## src/rtl/seg7_pkg.sv

```systemverilog
// Shared types and glyph constants for the seven-segment scan driver.
package seg7_pkg;

  typedef enum logic [1:0] {
    StLoad,
    StShow,
    StGap
  } state_e;

  // Active-high segment patterns, bit order {g,f,e,d,c,b,a}.
  localparam logic [6:0] SEG_BLANK = 7'h00;
  localparam logic [6:0] SEG_DASH  = 7'h40;

  // Index n holds the glyph for nibble n (0-9, A, b, C, d, E, F).
  localparam logic [15:0][6:0] GLYPH_ROM = {
    7'h71, 7'h79, 7'h5E, 7'h39, 7'h7C, 7'h77, 7'h6F, 7'h7F,
    7'h07, 7'h7D, 7'h6D, 7'h66, 7'h4F, 7'h5B, 7'h06, 7'h3F
  };

  function automatic int unsigned max_u(int unsigned a, int unsigned b);
    return (a > b) ? a : b;
  endfunction

endpackage

```

## src/rtl/seg7_scan_driver_if.sv

```systemverilog
// Display data in, scanned segment/select drive out.
interface seg7_scan_driver_if #(
  parameter int unsigned N_DIGITS = 4
);
  logic [4*N_DIGITS-1:0] data;
  logic [N_DIGITS-1:0]   dp_in;
  logic                  hex_mode;
  logic                  lz_blank;
  logic [6:0]            seg;
  logic                  dp;
  logic [N_DIGITS-1:0]   sel;
  logic                  frame_done;

  modport master (
    output data, dp_in, hex_mode, lz_blank,
    input  seg, dp, sel, frame_done
  );

  modport slave (
    input  data, dp_in, hex_mode, lz_blank,
    output seg, dp, sel, frame_done
  );
endinterface

```

## src/rtl/seg7_glyph_enc.sv

```systemverilog
// Nibble to active-high seven-segment pattern; polarity is applied by the caller.
module seg7_glyph_enc
  import seg7_pkg::*;
(
  input  logic [3:0] nibble,
  input  logic       hex_mode,
  input  logic       blank,
  output logic [6:0] pattern
);

  // Blank wins; BCD mode shows a dash for out-of-range nibbles.
  always_comb begin
    pattern = SEG_BLANK;
    if (!blank) begin
      if (!hex_mode && (nibble > 4'd9)) begin
        pattern = SEG_DASH;
      end else begin
        pattern = GLYPH_ROM[nibble];
      end
    end
  end

endmodule

```

## src/rtl/seg7_scan_driver.sv

```systemverilog
// Time-multiplexed seven-segment scanner with per-frame snapshot and blanking gap.
module seg7_scan_driver
  import seg7_pkg::*;
#(
  parameter int unsigned N_DIGITS       = 4,
  parameter int unsigned DWELL_CYC      = 50000,
  parameter int unsigned BLANK_CYC      = 500,
  parameter bit          SEG_ACTIVE_LOW = 1'b1,
  parameter bit          SEL_ACTIVE_LOW = 1'b1
) (
  input logic               CLK_50M,
  input logic               RST,
  seg7_scan_driver_if.slave bus
);

  localparam int unsigned CNT_W = $clog2(max_u(DWELL_CYC, BLANK_CYC) + 1);
  localparam int unsigned IDX_W = $clog2(N_DIGITS);

  localparam logic [CNT_W-1:0] DWELL_LAST = CNT_W'(DWELL_CYC - 1);
  localparam logic [CNT_W-1:0] BLANK_LAST = CNT_W'((BLANK_CYC > 0) ? BLANK_CYC - 1 : 0);
  localparam logic [IDX_W-1:0] IDX_LAST   = IDX_W'(N_DIGITS - 1);

  // Off levels double as XOR masks to convert active-high values to pin polarity.
  localparam logic [N_DIGITS-1:0] SEL_OFF = SEL_ACTIVE_LOW ? '1 : '0;
  localparam logic [6:0]          SEG_OFF = {7{SEG_ACTIVE_LOW}};
  localparam logic                DP_OFF  = SEG_ACTIVE_LOW;
  localparam logic [N_DIGITS-1:0] SEL_ONE = N_DIGITS'(1);

  state_e                state_q, state_d;
  logic [IDX_W-1:0]      idx_q, idx_d;
  logic [CNT_W-1:0]      cnt_q, cnt_d;
  logic [4*N_DIGITS-1:0] snap_data_q, snap_data_d;
  logic [N_DIGITS-1:0]   snap_dp_q, snap_dp_d;
  logic                  snap_hex_q, snap_hex_d;
  logic                  snap_lz_q, snap_lz_d;
  logic [6:0]            seg_q, seg_d;
  logic                  dp_q, dp_d;
  logic [N_DIGITS-1:0]   sel_q, sel_d;
  logic                  frame_done_q, frame_done_d;

  logic                  advance;
  logic [3:0]            nibble;
  logic                  lead_blank;
  logic [6:0]            pattern;

  // Scan sequencing: LOAD snapshot, then SHOW/GAP per digit, wrapping to LOAD.
  always_comb begin
    state_d      = state_q;
    idx_d        = idx_q;
    cnt_d        = cnt_q;
    snap_data_d  = snap_data_q;
    snap_dp_d    = snap_dp_q;
    snap_hex_d   = snap_hex_q;
    snap_lz_d    = snap_lz_q;
    frame_done_d = 1'b0;
    advance      = 1'b0;

    unique case (state_q)
      StLoad: begin
        snap_data_d = bus.data;
        snap_dp_d   = bus.dp_in;
        snap_hex_d  = bus.hex_mode;
        snap_lz_d   = bus.lz_blank;
        idx_d       = '0;
        cnt_d       = '0;
        state_d     = StShow;
      end
      StShow: begin
        if (cnt_q == DWELL_LAST) begin
          cnt_d = '0;
          if (BLANK_CYC > 0) begin
            state_d = StGap;
          end else begin
            advance = 1'b1;
          end
        end else begin
          cnt_d = cnt_q + 1'b1;
        end
      end
      StGap: begin
        if (cnt_q == BLANK_LAST) begin
          cnt_d   = '0;
          advance = 1'b1;
        end else begin
          cnt_d = cnt_q + 1'b1;
        end
      end
      default: state_d = StLoad;
    endcase

    if (advance) begin
      if (idx_q != IDX_LAST) begin
        idx_d   = idx_q + 1'b1;
        state_d = StShow;
      end else begin
        state_d      = StLoad;
        frame_done_d = 1'b1;
      end
    end
  end

  // Leading-zero test on the digit about to be shown; digit 0 always displays.
  always_comb begin
    nibble     = snap_data_d[4*idx_d +: 4];
    lead_blank = snap_lz_d;
    for (int i = 0; i < N_DIGITS; i++) begin
      if ((i >= int'(idx_d)) && (snap_data_d[4*i +: 4] != 4'h0)) begin
        lead_blank = 1'b0;
      end
    end
    if (idx_d == '0) begin
      lead_blank = 1'b0;
    end
  end

  seg7_glyph_enc u_glyph_enc (
    .nibble   (nibble),
    .hex_mode (snap_hex_d),
    .blank    (lead_blank),
    .pattern  (pattern)
  );

  // Output drive follows the next state so registered pins line up with state_q.
  always_comb begin
    sel_d = SEL_OFF;
    seg_d = SEG_OFF;
    dp_d  = DP_OFF;
    if (state_d == StShow) begin
      sel_d = SEL_OFF ^ (SEL_ONE << idx_d);
      seg_d = SEG_OFF ^ pattern;
      dp_d  = DP_OFF ^ snap_dp_d[idx_d];
    end
  end

  // State, snapshot and output registers.
  always_ff @(posedge CLK_50M or negedge RST) begin
    if (!RST) begin
      state_q      <= StLoad;
      idx_q        <= '0;
      cnt_q        <= '0;
      snap_data_q  <= '0;
      snap_dp_q    <= '0;
      snap_hex_q   <= 1'b0;
      snap_lz_q    <= 1'b0;
      seg_q        <= SEG_OFF;
      dp_q         <= DP_OFF;
      sel_q        <= SEL_OFF;
      frame_done_q <= 1'b0;
    end else begin
      state_q      <= state_d;
      idx_q        <= idx_d;
      cnt_q        <= cnt_d;
      snap_data_q  <= snap_data_d;
      snap_dp_q    <= snap_dp_d;
      snap_hex_q   <= snap_hex_d;
      snap_lz_q    <= snap_lz_d;
      seg_q        <= seg_d;
      dp_q         <= dp_d;
      sel_q        <= sel_d;
      frame_done_q <= frame_done_d;
    end
  end

  assign bus.seg        = seg_q;
  assign bus.dp         = dp_q;
  assign bus.sel        = sel_q;
  assign bus.frame_done = frame_done_q;

endmodule

```

## src/flat_wrapper.sv

```systemverilog
// flat-port wrapper written by rule: the top's interface ports become plain ports
module seg7_scan_driver_flat import seg7_pkg::*;
#(
  parameter int unsigned N_DIGITS       = 4,
  parameter int unsigned DWELL_CYC      = 50000,
  parameter int unsigned BLANK_CYC      = 500,
  parameter bit          SEG_ACTIVE_LOW = 1'b1,
  parameter bit          SEL_ACTIVE_LOW = 1'b1
)
  (CLK_50M, RST, bus_data, bus_dp_in, bus_hex_mode, bus_lz_blank, bus_seg, bus_dp, bus_sel, bus_frame_done);
  seg7_scan_driver_if #(.N_DIGITS(N_DIGITS)) bus_i ();
  input logic CLK_50M;
  input logic RST;
  input wire logic [$bits(bus_i.data)-1:0] bus_data;
  input wire logic [$bits(bus_i.dp_in)-1:0] bus_dp_in;
  input wire logic [$bits(bus_i.hex_mode)-1:0] bus_hex_mode;
  input wire logic [$bits(bus_i.lz_blank)-1:0] bus_lz_blank;
  output wire logic [$bits(bus_i.seg)-1:0] bus_seg;
  output wire logic [$bits(bus_i.dp)-1:0] bus_dp;
  output wire logic [$bits(bus_i.sel)-1:0] bus_sel;
  output wire logic [$bits(bus_i.frame_done)-1:0] bus_frame_done;
  assign bus_i.data = bus_data;
  assign bus_i.dp_in = bus_dp_in;
  assign bus_i.hex_mode = bus_hex_mode;
  assign bus_i.lz_blank = bus_lz_blank;
  assign bus_seg = bus_i.seg;
  assign bus_dp = bus_i.dp;
  assign bus_sel = bus_i.sel;
  assign bus_frame_done = bus_i.frame_done;
  seg7_scan_driver #(.N_DIGITS(N_DIGITS), .DWELL_CYC(DWELL_CYC), .BLANK_CYC(BLANK_CYC), .SEG_ACTIVE_LOW(SEG_ACTIVE_LOW), .SEL_ACTIVE_LOW(SEL_ACTIVE_LOW)) u_core (.CLK_50M(CLK_50M), .RST(RST), .bus(bus_i));
endmodule
```

## config.mk

```make
export PLATFORM = sky130hd
export DESIGN_NAME = seg7_scan_driver_flat
export DESIGN_NICKNAME = d
export VERILOG_FILES = /design/src/rtl/seg7_pkg.sv /design/src/rtl/seg7_scan_driver_if.sv /design/src/rtl/seg7_glyph_enc.sv /design/src/rtl/seg7_scan_driver.sv /design/src/flat_wrapper.sv
export SDC_FILE = /design/constraint.sdc
export NUM_CORES = 1
export LEC_CHECK = 0
export CORE_MARGIN = 2
export CORE_UTILIZATION = 49
export DETAILED_ROUTE_END_ITERATION = 12
export GPL_TIMING_DRIVEN = 0
export PLACE_DENSITY_LB_ADDON = 0.1
export RECOVER_POWER = 50
export SETUP_SLACK_MARGIN = 0.05
export SLEW_MARGIN = 20
export SYNTH_ARGS = -nofsm -noshare
export SYNTH_HDL_FRONTEND = slang
export SYNTH_SLANG_ARGS = --single-unit
```

## constraint.sdc

```tcl
create_clock -name CLK_50M -period 8.4 [get_ports CLK_50M]
set_clock_uncertainty 0.05 [all_clocks]
set_input_delay 1.68 -clock CLK_50M [delete_from_list [all_inputs] [get_ports CLK_50M]]
set_output_delay 1.68 -clock CLK_50M [all_outputs]
set_load 0.02 [all_outputs]
```

==> flow_metrics.py <==
metrics = {
    "timing": {
        "fin_crit_ps": 4035,
        "setup_ws_ps": 4365,
        "setup_tns_ps": 0,
        "hold_slack_ps": 451.7,
        "maxSlewViolCount": 56,
        "max_freq_mhz": 247.8,
        "worst_pin_slew_ps": 2898,
        "min_period_over_period_pct": 48.04,
        "rsz0062_at_grt": "false",
        "relSlewSlack_pct": -93.19,
        "finalHoldViolations": 0,
        "setup_viol": 0,
    },
    "pwr": {
        "power.density_nw_per_um2": 128.2,
        "ir_drop_uv": 90.36,
        "power.leakage_nw": 1.606,
    },
    "synth": {
        "yosys_most_used_dff": "dfrtp_1",
        "yosys.cell_types.count": 66,
        "async_reset_ff_share_pct": 100.0,
        "synth.net_count": 358,
        "synthCells": 322,
        "synthesis.area_um2": 3257,
        "ys_seq_area_share_pct": 42.72,
        "synth.largest_area_cell": "dfrtp_1",
        "avgSynthCellArea_um2": 10.11,
        "synth_area_leaders": "dfrtp_1 (33%), dfstp_2 (9.7%), mux2_2 (6.9%)",
        "synth_seq_cells": 55,
        "ys_warn_count": 0,
        "synth_edf_count": 0,
        "synth.top_cell.area_share_pct": 33.04,
    },
    "routing": {
        "routedWlPerCell_um": 15.73,
        "drt_first_pass_iters": 4,
        "vias_per_cell": 5.844,
        "ant_nets": 0,
        "drc": 0,
        "totalWireLength_um": 6968,
        "dr_total_vias": 2589,
        "drtIter0Drc": 160,
    },
    "setup_path": {
        "rr_endpoint": "u_core.bus.seg[1]",
        "endpoint_kind": "flip-flop",
        "rr_startpoint": "u_core.cnt_q[0]",
        "crit_type": "flip-flop to flip-flop",
        "required_ps": 8610,
        "regToRegSetupSlack_ps": 4360,
        "startpoint_type": "flip-flop",
        "crit_fanout": 10,
        "worstPathArrival_ps": 4250,
        "ff2ff_path_depth": 16,
    },
    "clocking": {
        "postCtsSetupRepairBufs": 0,
        "clockBufferDepth": 2,
        "cts_sinks": 55,
        "cts_resized": 0,
        "insertion_delay_ps": 310,
        "cts_buffers": 5,
        "cts_tree": "done",
        "cts.clk_slew.worst_paths_ps": 100,
        "cts_root_buf": "clkbuf_8",
        "cts_max_level": 2,
        "cts_hold_buf": 0,
    },
    "floorplanning": {
        "rows": 29,
        "ioPinCount": 37,
        "core_area_um2": 6386,
        "die_width_um": 85.53,
        "die_h_um": 85.53,
        "initial_core_util_pct": 51.00,
        "die_area_um2": 7315,
    },
    "worst_hold_path": {
        "whs_endpoint": "u_core.snap_data_q[0]",
        "hp-class": "flip-flop to flip-flop",
        "whs_path_depth": 1,
        "min_from": "u_core.snap_data_q[0]",
    },
    "run_status": {
        "status": "finished, violations left",
        "violations": "max-capacitance violations, max-slew violations",
    },
    "grt": {
        "grt_pass1_wl_um": 12230,
        "overflow": 0,
        "antenna_found_initial": 0,
        "grtUsageTotal_pct": 20.78,
        "grt_pass1_vias": 2570,
        "grt_max_degree": 56,
    },
    "layout": {
        "diodes": 0,
        "drive_gt1_share_pct": 18.03,
        "syn2layout_area_growth_pct": 16.71,
        "nNetsFinal": 401,
    },
    "run": {
        "cap_violations": 1,
    },
    "placement": {
        "hpwl_um": 5180,
        "gp_congestion": 0.9069,
        "pre_cts_slack_ps": 4179,
        "port_buffers": 36,
    },
}
area by class of cell:
type | count | area, um^2
Buffer | 13 | 82.58
Clock buffer | 5 | 68.82
Clock inverter | 3 | 25.02
Fill cell | 592 | 2585
Inverter | 15 | 56.30
Multi-Input combinational cell | 239 | 1727
Sequential cell | 55 | 1391
Tap cell | 77 | 96.34
Timing Repair Buffer | 36 | 354.1
synth_stat cells, types with 4 or more instances:
master    count
dfrtp_1      43
nor2_1       26
nand2_1      24
mux2_2       20
o21ai_0      18
inv_1        14
dfstp_2      12
ha_1         12
a21oi_1      10
mux2i_1      10
nand3_1      10
nor3_1        7
nor4_1        7
xor2_1        7
buf_2         6
nand2b_1      6
nor2b_1       5
or3_1         5
xnor2_1       5
a211oi_1      4
and3_1        4
worst max-delay path: stages (launching register included):
cell      delay, ps
dfrtp_1         400
ha_1            250
nor4bb_1        450
and3_1          220
buf_2           210
and3_1          170
buf_2           180
nor2_4           90
inv_2           110
mux2_2          360
a21oi_4         240
inv_1           100
ha_1            270
nor2_1          120
nor3_1           60
o31ai_1         500
a221o_2         200
through the flow:
step	area (um^2)	power (W)	utilization (%)	cells
finish	3801	0.0004874	59.52	443
global route	3801	0.0005128	59.52	443
CTS	3805	0.0004939	59.58	443
detailed placement	3711	0.0003423	58.11	435
global placement	3714	0.0003415	58.15	435
floorplan	3257	0.0003128	-	322
placed cells by master, fill, tap and decap left out, types with 5 or more instances in the layout:
cell type	instances
xor2_1	7
or3_1	5
nand3_1	10
nor2_1	26
o21ai_0	18
dfrtp_1	43
nor3_1	7
dfstp_2	12
nand2_1	24
nor4_1	7
nand2b_1	6
a21oi_1	10
inv_1	14
xnor2_1	5
ha_1	12
mux2_2	15
nor2b_1	5
buf_2	6
clkbuf_8	5
mux2_1	5
clkdlybuf4s50_1	34
mux2i_1	10
routing by layer:
metal	global-route usage, %	up-vias	part of all wire (%)
li1	-	1259	-
met2	32.17	64	46
met5	0	-	0
met3	3.657	8	4.7
met4	5.339	0	1.1
met1	30.42	1258	48
flip-flops by register name (all words and copies together), names as in the netlist, 2 cells and up:
signal,count
u_core.state_q,2
u_core.snap_dp_q,4
u_core.cnt_q,16
u_core.idx_q,2
u_core.snap_data_q,16
u_core.bus.sel,4
u_core.bus.seg,7
how the worst max path moves through the flow:
stage                          startpoint                 to  slack [ps]  depth (start not counted)
after floorplan               bus_data[8]  u_core.bus.seg[1]        4880                          9
after global placement                RST  u_core.snap_hex_q        3940                          1
after detailed placement      bus_data[8]  u_core.bus.seg[1]        4180                         10
after CTS                 u_core.cnt_q[0]  u_core.bus.seg[1]        4410                         16
after global routing                  RST  u_core.snap_hex_q        3760                          1
final                     u_core.cnt_q[0]  u_core.bus.seg[1]        4360                         16
power breakdown:
group / total, W / switching, W / internal (W)
sequential: 0.000279 / 0.00000237 / 0.000276
combinational: 0.0000574 / 0.0000290 / 0.0000283
clock: 0.000151 / 0.0000915 / 0.0000598
total: 0.000487 / 0.000123 / 0.000365
kinds of logic (layout without fill, tap and decap cells):
logic type / count (synthesis) / after routing / share of synthesized area (%)
compound gates: 63 / 63 / 13.83
xor+xnor: 12 / 12 / 3.227
fa+ha+maj: 12 / 12 / 4.610
buf+inv: 28 / 72 / 4.264
flops: 55 / 55 / 42.72
mux: 31 / 31 / 10.45
simple gates: 121 / 121 / 20.90
Power figures use the tool's default switching activity.
